## src/rtl/uart_pkg.sv

```systemverilog
// Shared UART definitions: baud table, FSM state encoding, done thresholds and CSR field positions.
// Imported by uart_tx, uart_baud_sel and the matching receiver.
package uart_pkg;

  typedef enum logic [2:0] {
    ST_IDLE,
    ST_START,
    ST_DATA,
    ST_PARITY,
    ST_STOP
  } uart_state_t;

  localparam int NUM_BAUDS    = 8;
  localparam int BAUD_IDX_LSB = 16;
  localparam int BAUD_IDX_W   = 16;
  localparam int PARITY_BIT   = 0;
  localparam int NUM_THRESH   = 6;
  localparam int OVF_BIT      = 6;

  function automatic logic [31:0] baud_rate(input logic [2:0] idx);
    case (idx)
      3'd0:    return 32'd1200;
      3'd1:    return 32'd2400;
      3'd2:    return 32'd4800;
      3'd3:    return 32'd9600;
      3'd4:    return 32'd19200;
      3'd5:    return 32'd38400;
      3'd6:    return 32'd57600;
      default: return 32'd115200;
    endcase
  endfunction

  // Last cycle count of a bit period; the period itself is limit+1 clocks.
  function automatic logic [31:0] baud_limit(input logic [31:0] freq, input logic [2:0] idx);
    return freq / baud_rate(idx) - 32'd1;
  endfunction

  function automatic logic [5:0] done_thresh(input int k);
    case (k)
      0:       return 6'd1;
      1:       return 6'd2;
      2:       return 6'd3;
      3:       return 6'd8;
      4:       return 6'd16;
      default: return 6'd32;
    endcase
  endfunction

endpackage

```

## src/rtl/uart_baud_sel.sv

```systemverilog
// Baud index to bit-period limit lookup; the table is folded to constants from FREQ.
module uart_baud_sel
  import uart_pkg::*;
#(
  parameter int unsigned FREQ = 50000000
) (
  input  logic [BAUD_IDX_W-1:0] baud_idx,
  output logic [31:0]           limit
);

  logic [31:0] limit_tbl [NUM_BAUDS];

  for (genvar gi = 0; gi < NUM_BAUDS; gi++) begin : g_limit
    assign limit_tbl[gi] = baud_limit(FREQ, 3'(gi));
  end

  // Out-of-range indices fall back to the fastest rate.
  always_comb begin
    if (baud_idx >= BAUD_IDX_W'(NUM_BAUDS)) limit = limit_tbl[NUM_BAUDS-1];
    else                                    limit = limit_tbl[baud_idx[2:0]];
  end

endmodule

```

## src/rtl/uart_tx.sv

```systemverilog
// UART transmitter: valid/ready byte input, 11-bit frame (start, 8 data LSB-first, parity, stop).
// Define UART_TX_FIFO_EN to replace the single holding register with a FIFO_DEPTH-entry FIFO.
module uart_tx
  import uart_pkg::*;
#(
  parameter int unsigned FREQ         = 50000000,
  parameter int          CONFIG_WIDTH = 32,
  parameter int          FIFO_DEPTH   = 4
) (
  input  logic                      clock,
  input  logic                      reset,
  input  logic                      din_valid,
  input  logic [7:0]                din,
  output logic                      din_ready,
  output logic                      tx,
  output logic                      busy,
  input  logic [CONFIG_WIDTH/2-1:0] enable,
  input  logic [CONFIG_WIDTH/2-1:0] clear,
  output logic                      done,
  output logic                      error,
  input  logic [CONFIG_WIDTH-1:0]   tx_conf
);

  localparam int EW = CONFIG_WIDTH / 2;

  uart_state_t           state_reg;
  logic                  tx_reg;
  logic [31:0]           baud_cnt_reg;
  logic [31:0]           limit_reg;
  logic [2:0]            bit_idx_reg;
  logic [7:0]            shift_reg;
  logic                  parity_reg;
  logic [5:0]            byte_cnt_reg;
  logic                  error_reg;
  logic [31:0]           limit_sel;
  logic                  bit_end;
  logic                  load;
  logic                  push;
  logic                  buf_empty;
  logic                  buf_full;
  logic [7:0]            buf_data;
  logic                  cnt_en;
  logic                  cnt_clr;
  logic                  cnt_inc;
  logic [NUM_THRESH-1:0] thresh_hit;
  logic                  unused_bits;

  uart_baud_sel #(.FREQ(FREQ)) u_baud_sel (
    .baud_idx (tx_conf[BAUD_IDX_LSB +: BAUD_IDX_W]),
    .limit    (limit_sel)
  );

  for (genvar gi = 0; gi < NUM_THRESH; gi++) begin : g_thresh
    assign thresh_hit[gi] = enable[gi] & (byte_cnt_reg == done_thresh(gi));
  end

  assign done      = |thresh_hit;
  assign din_ready = !buf_full & !done;
  assign push      = din_valid & din_ready;
  assign bit_end   = (baud_cnt_reg == limit_reg);
  // A pending byte starts a frame from idle or straight out of a finishing stop bit.
  assign load      = !buf_empty && ((state_reg == ST_IDLE) || (state_reg == ST_STOP && bit_end));
  assign busy      = (state_reg != ST_IDLE) | !buf_empty;
  assign tx        = tx_reg;
  assign error     = error_reg;

`ifdef UART_TX_FIFO_EN
  localparam int AW = $clog2(FIFO_DEPTH);

  logic [7:0]    fifo_mem [FIFO_DEPTH];
  logic [AW-1:0] wr_ptr_reg;
  logic [AW-1:0] rd_ptr_reg;
  logic [AW:0]   count_reg;

  always_ff @(posedge clock) begin
    if (push) fifo_mem[wr_ptr_reg] <= din;
  end

  always_ff @(posedge clock) begin
    if (reset) begin
      wr_ptr_reg <= '0;
      rd_ptr_reg <= '0;
      count_reg  <= '0;
    end else begin
      if (push) wr_ptr_reg <= wr_ptr_reg + 1'b1;
      if (load) rd_ptr_reg <= rd_ptr_reg + 1'b1;
      case ({push, load})
        2'b10:   count_reg <= count_reg + 1'b1;
        2'b01:   count_reg <= count_reg - 1'b1;
        default: ;
      endcase
    end
  end

  assign buf_data  = fifo_mem[rd_ptr_reg];
  assign buf_empty = (count_reg == '0);
  assign buf_full  = (count_reg == (AW+1)'(FIFO_DEPTH));
`else
  logic        hold_valid_reg;
  logic [7:0]  hold_data_reg;
  logic [31:0] unused_depth;

  always_ff @(posedge clock) begin
    if (reset) begin
      hold_valid_reg <= 1'b0;
      hold_data_reg  <= '0;
    end else if (push) begin
      hold_valid_reg <= 1'b1;
      hold_data_reg  <= din;
    end else if (load) begin
      hold_valid_reg <= 1'b0;
    end
  end

  assign buf_data     = hold_data_reg;
  assign buf_empty    = !hold_valid_reg;
  assign buf_full     = hold_valid_reg;
  assign unused_depth = FIFO_DEPTH;
`endif

  always_ff @(posedge clock) begin
    if (reset) begin
      state_reg    <= ST_IDLE;
      tx_reg       <= 1'b1;
      baud_cnt_reg <= '0;
      limit_reg    <= '0;
      bit_idx_reg  <= '0;
      shift_reg    <= '0;
      parity_reg   <= 1'b0;
    end else if (load) begin
      // Rate and parity are captured here and held until this frame's stop bit ends.
      state_reg    <= ST_START;
      tx_reg       <= 1'b0;
      baud_cnt_reg <= '0;
      limit_reg    <= limit_sel;
      shift_reg    <= buf_data;
      parity_reg   <= tx_conf[PARITY_BIT] ? ~^buf_data : ^buf_data;
    end else begin
      baud_cnt_reg <= bit_end ? '0 : baud_cnt_reg + 32'd1;
      case (state_reg)
        ST_IDLE: begin
          tx_reg       <= 1'b1;
          baud_cnt_reg <= '0;
        end
        ST_START: if (bit_end) begin
          state_reg   <= ST_DATA;
          tx_reg      <= shift_reg[0];
          bit_idx_reg <= '0;
        end
        ST_DATA: if (bit_end) begin
          if (bit_idx_reg == 3'd7) begin
            state_reg <= ST_PARITY;
            tx_reg    <= parity_reg;
          end else begin
            bit_idx_reg <= bit_idx_reg + 3'd1;
            shift_reg   <= shift_reg >> 1;
            tx_reg      <= shift_reg[1];
          end
        end
        ST_PARITY: if (bit_end) begin
          state_reg <= ST_STOP;
          tx_reg    <= 1'b1;
        end
        ST_STOP: if (bit_end) begin
          state_reg <= ST_IDLE;
          tx_reg    <= 1'b1;
        end
        default: begin
          state_reg <= ST_IDLE;
          tx_reg    <= 1'b1;
        end
      endcase
    end
  end

  assign cnt_en  = |enable[NUM_THRESH-1:0];
  assign cnt_clr = cnt_en & (|clear[NUM_THRESH-1:0]);
  assign cnt_inc = cnt_en & !done & (state_reg == ST_STOP) & bit_end;

  always_ff @(posedge clock) begin
    if (reset || cnt_clr) byte_cnt_reg <= '0;
    else if (cnt_inc)     byte_cnt_reg <= byte_cnt_reg + 6'd1;
  end

  always_ff @(posedge clock) begin
    if (reset || !enable[OVF_BIT])      error_reg <= 1'b0;
    else if (clear[OVF_BIT])            error_reg <= 1'b0;
    else if (din_valid && !din_ready)   error_reg <= 1'b1;
  end

  assign unused_bits = ^{tx_conf[BAUD_IDX_LSB-1:PARITY_BIT+1], enable[EW-1:OVF_BIT+1],
                         clear[EW-1:OVF_BIT+1]};

endmodule

```

## config.mk

```make
export PLATFORM = sky130hd
export DESIGN_NAME = uart_tx
export DESIGN_NICKNAME = d
export VERILOG_FILES = /design/src/rtl/uart_pkg.sv /design/src/rtl/uart_baud_sel.sv /design/src/rtl/uart_tx.sv
export SDC_FILE = /design/constraint.sdc
export NUM_CORES = 1
export LEC_CHECK = 0
export CAP_MARGIN = 20
export CORE_MARGIN = 2
export CORE_UTILIZATION = 47
export DETAILED_ROUTE_END_ITERATION = 10
export PLACE_DENSITY = 0.76
export SLEW_MARGIN = 20
export SYNTH_ARGS = -nofsm -noshare
export SYNTH_HDL_FRONTEND = slang
export SYNTH_SLANG_ARGS = --single-unit
```

## constraint.sdc

```tcl
create_clock -name clock -period 1.81 [get_ports clock]
set_input_delay 0.2715 -clock clock [delete_from_list [all_inputs] [get_ports clock]]
set_output_delay 0.2715 -clock clock [all_outputs]
set_load 0.005 [all_outputs]
```

==> out/metrics.cfg <==
[grt]
met2_usage_pct = 48.9
use_met1_pct = 31.5
grt_util_met3_pct = 3.97
grt_pass1_vias = 4368
grt_start_max_net_pins = 42
overflow = 0
grt_pass1_wl_mm = 20.8
top_usage_layer = met2
antenna_found_initial = 0
grt_usage_pct = 26.8

[power_and_ir_drop]
power_leakage_nw = 2.36
sw_frac_of_total_pct = 30.9
ir_worst_vdd_mv = 0.621
p_per_area_nw_per_um2 = 779
p_int_mw = 3.49
power_frac_clock_pct = 30.1
p_seq_share_pct = 37.5
comb_power_share_pct = 32.4
p_sw_mw = 1.56
power.total_mw = 5.05

[synth]
synthDistinctLibCells = 56
synth_edf_count = 0
seq_area_frac_synth_pct = 39.2
async_flop_share_pct = 0
synth.avg_cell_area_sq_um = 8.47
synthFlopType = dfxtp_1
synthCells = 476
ys_seq_elements = 79
syn_area_sq_um = 4030
syn_nets = 563
yosysWarnings = 0

[clock_network]
htree_num_levels = 3
clkTransAtPathRegs_ps = 100
cts_hold_buf = 0
cts_tree = done
cts_buffers = 9
cts_root_buf = clkbuf_8
clock_latency_ps = 370
cts.sinks = 79
clockBufferDepth = 2

[timing]
worst_pin_slew_ps = 559
slew_violations = 0
setup_tns_ps = -15230
setup_viol = 81
rsz0062_at_grt = true
timing.fmax_mhz = 468
fin_skew_ps = 18.1
layout_setup_ws_ps = -325
min_period_over_period_pct = 118
hold_violations = 0
whs_ps = 482
max_slew_margin_pct = 62.8
period_needed_ps = 2140

[worst_hold_path]
min_path_type = flip-flop to flip-flop

[finish]
final_cell_mix = buf_4, dfxtp_1, nand2_1
nets = 711
diodes = 0
area_growth_pct = 60.9
drive_gt1_share_pct = 40.7
fin_cells = 734
largest_reg_flops = 32
mostFrequentLayoutCell = buf_4
utilization_pct = 78.6
design_area_sq_um = 6490

[outcome]
violations = negative setup slack
status = complete, but fails checks

[die]
row_count = 33
die_area_sq_um = 9340
start_util_pct = 48.8
die_y_um = 96.6
ios = 80
die_x_um = 96.6
core_sq_um = 8260

[worst_setup_path]
cp.arrival_ps = 2360
cpMostUsedCell = buf_6
cp_cell_sequence = ha_1, a22oi_2, a221oi_4, buf_6, nor3_4, buf_6, and2_4, buf_12, mux2i_1, nor2_1
cp-end-kind = flip-flop
cp_data_required_time_ps = 2040
slowest_delay_ps = 380
cp_max_fo = 5
startpoint_type = flip-flop
cp_top_family = buffers and inverters
crit_type = flip-flop to flip-flop
path_buf_inv = 3
crit_slowest_cell = dfxtp_4

[placement]
detailed_place_hpwl_mm = 6.83
pre_cts_ws_ps = -409
placed_area_sq_um = 5210
routabilityCongestion = 0.862
place_inst = 687
port_buffers = 46

[routing]
dr_total_vias = 4303
ant_nets = 0
drt_first_pass_iters = 5
wl_mm = 14.2
vias_per_cell = 5.86
drc = 0
wl_per_cell_um = 19.3
drt_iter0_drc = 348

[job]
maxCapViolCount = 0

## timing repair
action                     4_1_cts  5_1_grt
buffers inserted                22        6
cloned                           8        1
pin swaps                       63       44
setup endpoints to repair       81       81
resized for setup               99       97
## kinds of logic after synthesis
kind of cell / count (synthesis) / synth area share (%)
AOI/OAI and AO/OA: 61 / 10.4
xor gates and xnor gates: 56 / 12.2
adders and majority gates: 12 / 3.72
buffers and inverters: 31 / 3.32
DFF: 79 / 39.2
muxes: 15 / 3.75
and+or+nand+nor: 222 / 27.5
## cell usage after synthesis, types with 10 or more instances
cell	number	area share, %
a21oi_1	27	3.3
ha_1	12	3.7
buf_2	10	1.2
dfxtp_1	79	39
nand2_1	48	4.5
nand4_1	18	2.8
clkbuf_1	11	1.0
xor2_1	20	4.3
nor2_1	71	6.6
mux2i_1	14	3.5
xnor2_1	36	7.8
nor3_1	11	1.4
nand3_1	17	2.1
## per-layer routing
| layer | part of all wire (%) | vias up |
|---|---|---|
| met5 | 0 | - |
| met3 | 6.2 | 75 |
| li1 | - | 1946 |
| met4 | 4.5 | 0 |
| met1 | 38 | 2055 |
| met2 | 52 | 227 |
## cell type report
cell class / instances / area [sq um]
Clock buffer: 11 / 141
Clock inverter: 5 / 81.3
Fill cell: 465 / 1770
Inverter: 7 / 31.3
Multi-Input combinational cell: 366 / 2970
Sequential cell: 79 / 1590
Tap cell: 105 / 131
Timing Repair Buffer: 161 / 1540
## worst min-delay path, cell delays in order, from the launching register on
cell,delay [ps]
dfxtp_1,330
nand2_1,60
a21oi_1,50
## path summary, 6_finish.rpt
| path | from | to | slack [ps] | cells after the start |
|---|---|---|---|---|
| worst min register to register | limit_reg[5]$_SDFFE_PP0N_ | limit_reg[5]$_SDFFE_PP0N_ | 480 | 2 |
| worst min-delay path | limit_reg[5]$_SDFFE_PP0N_ | limit_reg[5]$_SDFFE_PP0N_ | 480 | 2 |
| worst max register to register | byte_cnt_reg[0]$_SDFFE_PP0P_ | buf_data[1]$_SDFFE_PP0P_ | -330 | 10 |
| worst max-delay path | byte_cnt_reg[0]$_SDFFE_PP0P_ | buf_data[1]$_SDFFE_PP0P_ | -330 | 10 |
## power groups by stage
| stage | clock, mW | sequential (mW) | combinational (mW) |
|---|---|---|---|
| floorplan | 0 | 1.89 | 0.508 |
| global placement | 0 | 1.92 | 0.898 |
| detailed placement | 0 | 1.92 | 0.925 |
| CTS | 1.48 | 1.88 | 1.43 |
| global route | 1.58 | 1.90 | 1.70 |
| finish | 1.52 | 1.90 | 1.64 |
Note: power is estimated with default switching activity, not from simulation.
